--- config.mk ---
export PLATFORM = sky130hd
export DESIGN_NAME = fetch_seq
export DESIGN_NICKNAME = d
export VERILOG_FILES = /design/src/rtl/fetch_seq_pkg.sv /design/src/rtl/fetch_seq_lat_counter.sv /design/src/rtl/fetch_seq.sv
export SDC_FILE = /design/constraint.sdc
export NUM_CORES = 1
export LEC_CHECK = 0
export CORE_AREA = 4 4 69 119
export DETAILED_ROUTE_END_ITERATION = 6
export DIE_AREA = 0 0 73 123
export GPL_ROUTABILITY_DRIVEN = 0
export PLACE_DENSITY = 0.56
export SLEW_MARGIN = 5
export SYNTH_ARGS = -nofsm -noshare
export SYNTH_HDL_FRONTEND = slang
export SYNTH_SLANG_ARGS = --single-unit
--- constraint.sdc ---
create_clock -name clk -period 2.9 [get_ports clk]
set_input_delay 0.58 -clock clk [delete_from_list [all_inputs] [get_ports clk]]
set_output_delay 0.58 -clock clk [all_outputs]
set_load 0.05 [all_outputs]
--- src/rtl/fetch_seq_pkg.sv ---
// Shared CPU definitions for the fetch sequencer: state encoding, output bundle
// and the text-segment base address used when tracking the PC.
package fetch_seq_pkg;

    typedef enum logic [2:0] {
        HOLD  = 3'd0,
        FETCH = 3'd1,
        WAIT  = 3'd2,
        EXEC  = 3'd3,
        HALT  = 3'd4
    } fetch_state_t;

    typedef struct packed {
        logic imem_rd;
        logic instr_valid;
        logic halted;
        logic busy;
    } fetch_out_t;

    localparam logic [31:0] TEXT_BASE_ADDR = 32'h0040_0000;
    localparam int          LAT_W          = 4;

    // Counter preload: the FETCH cycle itself accounts for one cycle of latency.
    function automatic logic [LAT_W-1:0] lat_load_val(input int lat);
        return LAT_W'(lat - 1);
    endfunction

    // Output strobes that belong to a state, registered alongside the state.
    function automatic fetch_out_t state_outputs(input fetch_state_t s);
        fetch_out_t o;
        o = '0;
        case (s)
            FETCH: begin
                o.imem_rd = 1'b1;
                o.busy    = 1'b1;
            end
            WAIT:  o.busy = 1'b1;
            EXEC: begin
                o.instr_valid = 1'b1;
                o.busy        = 1'b1;
            end
            HALT:  o.halted = 1'b1;
            default: o = '0;
        endcase
        return o;
    endfunction

endpackage

--- src/rtl/fetch_seq_lat_counter.sv ---
// Loadable 4-bit down-counter for the instruction-memory read latency.
// o_zero reports the value being written this cycle, so the FSM can leave on time.
module lat_counter
    import fetch_seq_pkg::*;
(
    input  logic             clk,
    input  logic             rst,
    input  logic             i_load,
    input  logic [LAT_W-1:0] i_load_val,
    input  logic             i_dec,
    output logic             o_zero
);

    logic [LAT_W-1:0] r_count;
    logic [LAT_W-1:0] w_count_nxt;

    // Next count: load wins, decrement saturates at zero.
    always_comb begin
        w_count_nxt = r_count;
        if (i_load) begin
            w_count_nxt = i_load_val;
        end else if (i_dec && (r_count != 4'd0)) begin
            w_count_nxt = r_count - 4'd1;
        end else begin
            w_count_nxt = r_count;
        end
    end

    // Count register with synchronous active-low reset.
    always_ff @(posedge clk) begin
        if (!rst) begin
            r_count <= 4'd0;
        end else begin
            r_count <= w_count_nxt;
        end
    end

    assign o_zero = (w_count_nxt == 4'd0);

endmodule

--- src/rtl/fetch_seq.sv ---
// Multi-cycle fetch sequencer: issues imem reads, waits out the latency, presents
// the instruction to decode, commits via pc_en, and handles load-hold and halt.
module fetch_seq
    import fetch_seq_pkg::*;
#(
    parameter int IMEM_LATENCY = 1,
    parameter int CNT_W        = 32
) (
    input  logic             clk,
    input  logic             rst,
    input  logic             hold,
    input  logic             stall_req,
    input  logic             halt_req,
    output logic             imem_rd,
    output logic             instr_valid,
    output logic             pc_en,
    output logic             halted,
    output logic             busy,
    output logic [CNT_W-1:0] retired
);

    localparam logic [LAT_W-1:0] LAT_LOAD = lat_load_val(IMEM_LATENCY);

    fetch_state_t     r_state;
    fetch_out_t       r_out;
    logic [CNT_W-1:0] r_retired;
    logic             w_cnt_load;
    logic             w_cnt_dec;
    logic             w_cnt_zero;

    assign w_cnt_load = (r_state == FETCH);
    assign w_cnt_dec  = (r_state == WAIT);

    lat_counter u_lat_counter (
        .clk        (clk),
        .rst        (rst),
        .i_load     (w_cnt_load),
        .i_load_val (LAT_LOAD),
        .i_dec      (w_cnt_dec),
        .o_zero     (w_cnt_zero)
    );

    // Sequencer FSM; strobes are registered together with the state they belong to.
    always_ff @(posedge clk) begin
        if (!rst) begin
            r_state   <= HOLD;
            r_out     <= state_outputs(HOLD);
            r_retired <= '0;
        end else begin
            case (r_state)
                HOLD: begin
                    if (!hold) begin
                        r_state <= FETCH;
                        r_out   <= state_outputs(FETCH);
                    end
                end
                FETCH: begin
                    if (w_cnt_zero) begin
                        r_state <= EXEC;
                        r_out   <= state_outputs(EXEC);
                    end else begin
                        r_state <= WAIT;
                        r_out   <= state_outputs(WAIT);
                    end
                end
                WAIT: begin
                    if (w_cnt_zero) begin
                        r_state <= EXEC;
                        r_out   <= state_outputs(EXEC);
                    end
                end
                EXEC: begin
                    // A stall freezes commit; halt/hold only matter on the commit cycle.
                    if (!stall_req) begin
                        r_retired <= r_retired + CNT_W'(1);
                        if (halt_req) begin
                            r_state <= HALT;
                            r_out   <= state_outputs(HALT);
                        end else if (hold) begin
                            r_state <= HOLD;
                            r_out   <= state_outputs(HOLD);
                        end else begin
                            r_state <= FETCH;
                            r_out   <= state_outputs(FETCH);
                        end
                    end
                end
                HALT: begin
                    r_state <= HALT;
                    r_out   <= state_outputs(HALT);
                end
                default: begin
                    r_state <= HOLD;
                    r_out   <= state_outputs(HOLD);
                end
            endcase
        end
    end

    assign imem_rd     = r_out.imem_rd;
    assign instr_valid = r_out.instr_valid;
    assign halted      = r_out.halted;
    assign busy        = r_out.busy;
    assign pc_en       = r_out.instr_valid & ~stall_req;
    assign retired     = r_retired;

endmodule
==> results of run 1 <==
-- power breakdown --
part	switching (mW)	internal (mW)	leakage, nW	total [mW]
Sequential	0.0467	0.610	0.340	0.657
Clock	0.225	0.342	0.0739	0.567
Combinational	0.195	0.121	0.528	0.316
Total	0.467	1.07	0.942	1.54
-- cells by family (layout without fill, tap and decap cells) --
logic type / count (synthesis) / count (layout) / share of synthesized area
DFF: 42 / 42 / 0.394
AOI/OAI and AO/OA: 39 / 39 / 0.110
adders and majority gates: 2 / 2 / 0.0117
xor gates and xnor gates: 20 / 20 / 0.0822
muxes: 5 / 5 / 0.0235
buffers and inverters: 24 / 72 / 0.0534
and+or+nand+nor: 122 / 122 / 0.325
-- per-stage QoR --
step | worst slack [ns] | utilization | power (mW) | hold WS, ns | std cells
2_1_floorplan | 0.445 | - | 0.895 | 0.505 | 254
3_3_place_gp | 0.0821 | 0.367 | 0.986 | 0.474 | 380
3_5_place_dp | 0.0327 | 0.367 | 0.987 | 0.479 | 380
4_1_cts | 0.319 | 0.388 | 1.56 | 0.488 | 388
5_1_grt | 0.225 | 0.388 | 1.60 | 0.514 | 388
6_report | 0.314 | 0.388 | 1.54 | 0.478 | 388
-- cell usage after synthesis (2+ instances only) --
cell type  count
a21oi_1       13
a22oi_1        2
and2_1         6
and3_1         3
and4_1         4
buf_6          3
clkbuf_1       7
dfxtp_1       42
ha_1           2
inv_1         13
mux2i_1        5
nand2_1       17
nand2b_1       6
nand3_1       13
nand4_1        9
nand4b_1       2
nor2_1        25
nor2b_1        2
nor3_1         6
nor3b_1        3
nor4_1        11
o21ai_0       12
o31ai_1        4
or3_1          5
or4_1          5
xnor2_1       15
xor2_1         5
-- registers in the layout (all words and copies together), names as in the netlist --
| name | count |
|---|---|
| imem_rd | 1 |
| busy | 1 |
| retired | 32 |
| u_lat_counter.r_count | 4 |
| instr_valid | 1 |
| halted | 1 |
| r_state | 2 |
-- final timing paths --
path / to / cells past startpoint
setup reg to reg: retired[26] / 5
hold / removal: imem_rd / 2
setup / recovery: retired[26] / 6
hold reg to reg: imem_rd / 2
-- layout make-up --
class,count,area share
clock buffer,7,0.0508
sequential,42,0.300
inverter,13,0.0174
multi-input combinational,188,0.420
timing repair buffer,51,0.172
clock inverter,1,0.00178
tap,86,0.0384
-- worst register-to-register path, stage by stage (launching register included) --
cell and delay (ns):
dfxtp_1 0.53, and4bb_1 0.39, nand4_4 0.14, or4_4 0.62, or4_1 0.42, a21oi_1 0.15
-- per-layer routing --
metal  global-route usage  vias up
met5                    0        -
met4               0.0624        0
met3               0.0228       12
met2                0.227       35
met1                0.153      923
li1                     -     1004
==> impl_results.md, run 1 <==
* Post-synth top area cell: dfxtp_1
* Number of synthesized register bits at 42
* Setup TNS at 0 ns
* Initial DRC Count at 56
* Die X at 73 um
* GRT Residual Overflow at 0
* Critical Path Sink Type: flop
* Max Cap Violations at 0
* Fin nets at 308
* Gr usage total at 0.131
* Asr flop ratio synth at 0
* Post-CTS Hold Fix Bufs at 0
* Largest cells by area after synthesis: dfxtp_1, xnor2_1, nor2_1, nor4_1, a21oi_1
* Worst-Margin Slew at 0.525 ns
* Seq/Total Area, Yosys at 0.394
* Metal2 WL at 2960 um
* Fill cell count at 737
* Crit-path max cell delay at 0.62 ns
* Gate Count Post-Synth at 254
* RSZ-0062 raised after global routing: false
* Antenna viol nets, final at 0
* CTS tree: yes
* Antenna violations before repair at 0
* Root buffer cell: clkbuf_16
* Slew Viols, Final at 0
* Slowest-stage cell, CP: or4_4
* Drt pass-1 iters at 4
* Area delta synth->final at 31.6%
* DIE AREA at 8980 um^2
* Fin area at 2810 um^2
* Routed len/inst at 14.3 um
* CP startpoint: stall_req
* Pwr Density at 549 nW/um^2
* Post-CTS Resized at 0
* Synthesized net count at 261
* Peak supply drop at 0.292 mV
* Final routed DRC violation total at 0
* M1 wire length at 2270 um
* Inserted Clock Buffers at 5
* Synth cell types at 41
* Core ar. at 7230 um^2
* FF+latch area at 841 um^2
* Row count at 41
* Clk_lat worst skew at 0.28 ns
* CTS max path bufs at 2
* Startpoint Class: input port
* Hold Vio Cnt, Final at 0
* Crit Path Category: in -> reg
* Critical path data required time at 3.11 ns
* Clk sink count at 42
* Critical path's top delay family: simple AND/OR/NAND/NOR gates
* Met3 routed WL at 166 um
* Total Wirelength at 5560 um
* Hold WC Path Type: reg -> reg
* Most common cell after layout, fill and taps aside: dfxtp_1
* # setup viols final at 0
* Synthesized area at 2130 um^2
* Mean Syn Cell Area at 8.39 um^2
* Post-placement cell area at 2660 um^2
* Critical Path AT at 2.80 ns
* Share of cells above drive strength 1 at 0.0695
* Status: completed
* Die height at 123 um
* Vias in the first global route at 1922
* Static leakage at 0.942 nW
* Maximum fanout along the worst path at 13
* Clock transition at the registers of the reported paths at 0.06 ns
* Worst r2r src: r_state[0]
* Ant diodes at 0
* Tcrit/Tclk final at 0.892
* Rel. slew slack at 0.649
* Pin count of the biggest net entering global routing at 17
* DR top layer: met4
* Number of I/O port buffers at 41
* Post-CTS Repair Setup Buffers at 0
* Min Tclk post-route at 2.59 ns
* CTS H-tree depth at 2
* YS warnings at 0
* Fmax at 0.387 GHz
* Main synth FF type: dfxtp_1
* Critical Path, Cell by Cell: clkdlybuf4s50_1 -> and4bb_1 -> nand4_4 -> or4_4 -> or4_1 -> a21oi_1
* Vias at 1974
* First-pass GRT wire length at 9340 um
* Initial core utilization at 0.295
* Setup Skew at 0.00410 ns
* Most frequent cells in the layout: dfxtp_1, clkdlybuf4s50_1, nor2_1, nand2_1, xnor2_1
* Top-Level Pins at 42
* Area of the multi-input gates at 1180 um^2
* Yosys top cell area share at 0.394
* DP HPWL at 4200 um
* Hold Startpoint: imem_rd
* Crit path buf inv count at 1
* Via density at 5.09
* R2r setup slk at 0.58 ns
* Post-synth EDFFs at 0
No activity file was read; power rests on OpenSTA's default activity.
==> run 2, diff against run 1 <==
Settings changed: CTS_CLUSTER_SIZE set to 30.
==> results of run 2 <==
Same layout as run 1: the final DEF is identical, and so are final timing and power.
==> run 3, diff against run 2 <==
Settings changed: CORE_AREA 4 4 69 119 to 4 4 54 93, DIE_AREA 0 0 73 123 to 0 0 58 97, PLACE_DENSITY 0.56 to 0.83.
==> run 3 against run 2 <==
Combinational power is essentially flat. Sequential power decreased by 0.6%. Setup slack gained 0.046 ns. Hold slack gained 0.0020 ns. Flip-flop and latch count unchanged. Clock power up 2%. Final area down 2.0%. Critical path type unchanged. Critical endpoint is now retired[30]. Largest cell class unchanged. Highest routed layer unchanged.
==> impl_results.md, run 3 (synthesized netlist as in run 1, its figures left out) <==
* DP HPWL at 3700 um
* Fmax at 0.394 GHz
* Post-CTS Repair Setup Buffers at 0
* Hold Vio Cnt, Final at 0
* Gr usage total at 0.193
* Hold WC Path Type: reg -> reg
* Fin nets at 307
* Top-Level Pins at 42
* Antenna viol nets, final at 0
* Number of I/O port buffers at 41
* Startpoint Class: input port
* Pwr Density at 563 nW/um^2
* Maximum fanout along the worst path at 13
* Clk_lat worst skew at 0.30 ns
* Crit path buf inv count at 1
* Vias at 2038
* Switching part of the total at 0.291
* Critical path data required time at 3.14 ns
* Fill cell count at 379
* Pwr Total at 1.55 mW
* Ant diodes at 0
* Clock group share of total power at 0.374
* Die X at 58 um
* Vias in the first global route at 1989
* Row count at 32
* FF+latch area at 841 um^2
* Core ar. at 4320 um^2
* Pin count of the biggest net entering global routing at 34
* CTS H-tree depth at 2
* P_int at 1.10 mW
* Place WS at 0.0413 ns
* Max reg flops at 32
* Crit-path max cell delay at 0.62 ns
* CTS max path bufs at 2
* GRT Residual Overflow at 0
* Area of the multi-input gates at 1180 um^2
* Initial core utilization at 0.493
* Root buffer cell: clkbuf_8
* Critical path's top delay family: simple AND/OR/NAND/NOR gates
* Post-CTS Resized at 0
* Post-CTS Hold Fix Bufs at 0
* Clk sink count at 42
* Most frequent cells in the layout: dfxtp_1, clkdlybuf4s50_1, nor2_1, nand2_1, xnor2_1
* Final setup margin at 0.360 ns
* Critical Path Sink Type: flop
* RSZ-0062 raised after global routing: false
* Power share of the combinational group at 0.204
* Setup TNS at 0 ns
* Status: completed
* Total Wirelength at 5200 um
* Setup Skew at 0.00585 ns
* Clock transition at the registers of the reported paths at 0.08 ns
* CTS tree: yes
* Share of cells above drive strength 1 at 0.0698
* # setup viols final at 0
* Tcrit/Tclk final at 0.876
* Final routed DRC violation total at 0
* Max Cap Violations at 0
* Routed len/inst at 14.8 um
* Rel. slew slack at 0.661
* Initial DRC Count at 80
* Psw at 0.450 mW
* Min Tclk post-route at 2.54 ns
* Via density at 5.79
* Inserted Clock Buffers at 5
* First-pass GRT wire length at 8720 um
* Static leakage at 0.935 nW
* Seq pwr share at 0.422
* Die height at 97 um
* Critical Path, Cell by Cell: clkdlybuf4s50_1 -> and4bb_1 -> nand4_4 -> or4_4 -> or4_1 -> a21oi_1
* Drt pass-1 iters at 4
* Slew Viols, Final at 0
* Slowest-stage cell, CP: or4_4
* Most common cell after layout, fill and taps aside: dfxtp_1
* Antenna violations before repair at 0
* Worst-Margin Slew at 0.506 ns
* Area delta synth->final at 28.9%
* Crit Path Category: in -> reg
* DIE AREA at 5630 um^2
* Critical Path AT at 2.78 ns
* Peak supply drop at 0.462 mV
==> run 3: changes by cell type in the layout (fill, tap and decap cells not counted) <==
cell       delta
clkbuf_8      +5
clkbuf_1      -1
clkinv_2      -1
clkbuf_16     -5
buf_4         -1
bufinv_16     +2
==> run 3: final cells by class <==
cell class | count | area share
Multi-Input combinational cell | 188 | 0.428
Sequential cell | 42 | 0.306
Timing Repair Buffer | 50 | 0.173
Clock buffer | 6 | 0.0300
Tap cell | 51 | 0.0232
Clock inverter | 2 | 0.0218
Inverter | 13 | 0.0178
==> run 3: power groups by stage <==
stage | Combinational (mW) | Clock, mW | Sequential, mW
2_1_floorplan | 0.183 | 0 | 0.713
3_3_place_gp | 0.312 | 0 | 0.665
3_5_place_dp | 0.313 | 0 | 0.666
4_1_cts | 0.316 | 0.584 | 0.653
5_1_grt | 0.339 | 0.602 | 0.660
6_report | 0.315 | 0.579 | 0.653
==> run 3: per-stage QoR <==
stage          area [um^2]   util  cells  hold slack (ns)
6_report              2750  0.636    352            0.480
5_1_grt               2750  0.636    352            0.512
4_1_cts               2750  0.636    352            0.483
3_5_place_dp          2610  0.603    344            0.471
3_3_place_gp          2610  0.603    344            0.460
2_1_floorplan         2130      -    254            0.505
==> run 3: path summary, 6_finish.rpt <==
path                               endpoint  cells after the start  slack [ns]        from
worst max-delay path            retired[30]                      6        0.36   stall_req
worst min-delay path                imem_rd                      2        0.48     imem_rd
worst max register to register  retired[30]                      5        0.61  r_state[0]
worst min register to register      imem_rd                      2        0.48     imem_rd
==> run 3: metal layers <==
| layer | global-route usage | wire (um) | vias to the layer above |
|---|---|---|---|
| met3 | 0.0334 | 244 | 9 |
| met2 | 0.346 | 2800 | 62 |
| met5 | 0 | 0 | - |
| met4 | 0.0946 | 101 | 0 |
| li1 | - | - | 1012 |
| met1 | 0.207 | 2050 | 955 |
==> run 3: worst register-to-register path: cells and delay by family (launching register included) <==
kind | cells | cell delay (ns)
DFF | 1 | 0.52
and+or+nand+nor | 4 | 1.55
AOI/OAI and AO/OA | 1 | 0.16
==> RTL change: new RTL, flow settings as in run 2 <==
The parameter `CNT_W` goes from 32 to 48.
--- a/src/rtl/fetch_seq.sv
+++ b/src/rtl/fetch_seq.sv
@@ -4,7 +4,7 @@
     import fetch_seq_pkg::*;
 #(
     parameter int IMEM_LATENCY = 1,
-    parameter int CNT_W        = 32
+    parameter int CNT_W        = 48
 ) (
     input  logic             clk,
     input  logic             rst,
Interface: changed (resized retired); port bits go from 42 to 58. No check against the original RTL was run, so the function may have changed too.
==> RTL change against run 2 <==
- total power grew 25%
- cell area grew 41%
- sequential share of layout area decreased by 0.66 points
- setup slack lost 78 ps
- sequential cell count grew 16
- wire length increased by 41%
- register-to-register slack got worse by 240 ps
- global-route usage up 5.1 points
- area after synthesis increased by 36%
- sequential power is 25% higher
==> RTL change: results (changes against run 2) <==
Yosys
  • Synth Area in Adders: 0.866% (-0.31 points)
  • Top cells by count, synth: dfxtp_1 (58), a21oi_1 (32), nor2_1 (31)
  • Post-synthesis xor/xnor area fraction: 6.67% (-1.5 points)
  • Mapped Avg Cell Area: 8.16 um2 (-2.8%)
  • Distinct cells, synth: 44 (+7.3%)
  • Area fraction in compound gates after synthesis: 16.3% (+5.3 points)
  • Mux share of post-synthesis cell area: 1.04% (-1.3 points)

GRT
  • GR Util met1: 19.2% (+3.9 points)
  • GR Util met2: 33.3% (+11 points)

Power
  • Maximum VDD drop: 302 uV (+3.3%)

Placed design
  • Detailed-placement wirelength estimate: 5770 um (+37%)
  • IO buf count: 57 (+39%)
  • Post-placement cell area: 3700 um2 (+39%)
  • Place WS: -89.3 ps (-122 ps)

Critical path
  • Max stage delay on crit path: 540 ps (-80 ps)
  • Crit path max fanout: 6 (-7)
  • Crit-path slowest cell: or4_1

Final layout
  • Layout cells sized above 1: 10.5% (+3.5 points)
  • Final net count: 435 (+41%)

Routing
  • Routed length on met2: 4300 um (+45%)
  • First-iteration detailed-routing DRC count: 141 (+150%)
  • Avg WL per Cell: 15.2 um (+6.2%)

STA
  • Worst Tran Pin Value: 628 ps (+103 ps)
  • Skew final: 4.63 ps (+0.521 ps)
  • Min Hold Slack: 467 ps (-11.0 ps)

Clock tree
  • CTS buffer count: 9 (+4)
  • Worst skew pair latency: 320 ps (+40 ps)
  • Htree depth: 3 (+1)

Run status
  • Run status: completed
[RTL change: changes by cell type after synthesis, moves of 6 or more]
cell,before,now
a21oi_1,13,32
or3_1,5,11
nor2_1,25,31
dfxtp_1,42,58
or4_1,5,20
clkbuf_1,7,18
o31ai_1,4,18
[RTL change: layout make-up]
cell class              count  area, um2  area share (%)
multi-input cells         258       1590            40.1
repair buffers             83        776            19.6
clock buffers              13        260            6.57
well taps                  86        108            2.72
inverters                  18       67.6            1.71
flip-flops and latches     58       1160            29.3
[RTL change: worst min path at each step]
stage          cells after the start                                 from                             endpoint
2_1_floorplan                      3  u_lat_counter.r_count[1]$_SDFF_PN0_  u_lat_counter.r_count[1]$_SDFF_PN0_
3_3_place_gp                       2                 imem_rd$_SDFFE_PN0P_                 imem_rd$_SDFFE_PN0P_
3_5_place_dp                       2                 imem_rd$_SDFFE_PN0P_                 imem_rd$_SDFFE_PN0P_
4_1_cts                            2                 imem_rd$_SDFFE_PN0P_                 imem_rd$_SDFFE_PN0P_
5_1_grt                            2             retired[44]$_SDFFE_PN0P_             retired[44]$_SDFFE_PN0P_
6_report                           2                 imem_rd$_SDFFE_PN0P_                 imem_rd$_SDFFE_PN0P_
[RTL change: cell families after synthesis]
kind of cell,Yosys count
xor gates and xnor gates,22
AOI/OAI and AO/OA,77
buffers and inverters,38
and+or+nand+nor,154
DFF,58
muxes,3
adders and majority gates,2
[RTL change: tightest hold or removal path, stage by stage (launching register included)]
cell     delay [ps]
dfxtp_1         310
nand2_1          50
mux2i_1          50
[RTL change: power breakdown]
part	internal, mW	total [mW]	switching [mW]
clock network	0.608	0.939	0.331
registers	0.813	0.820	0.00710
logic	0.0648	0.173	0.108
total	1.49	1.93	0.446
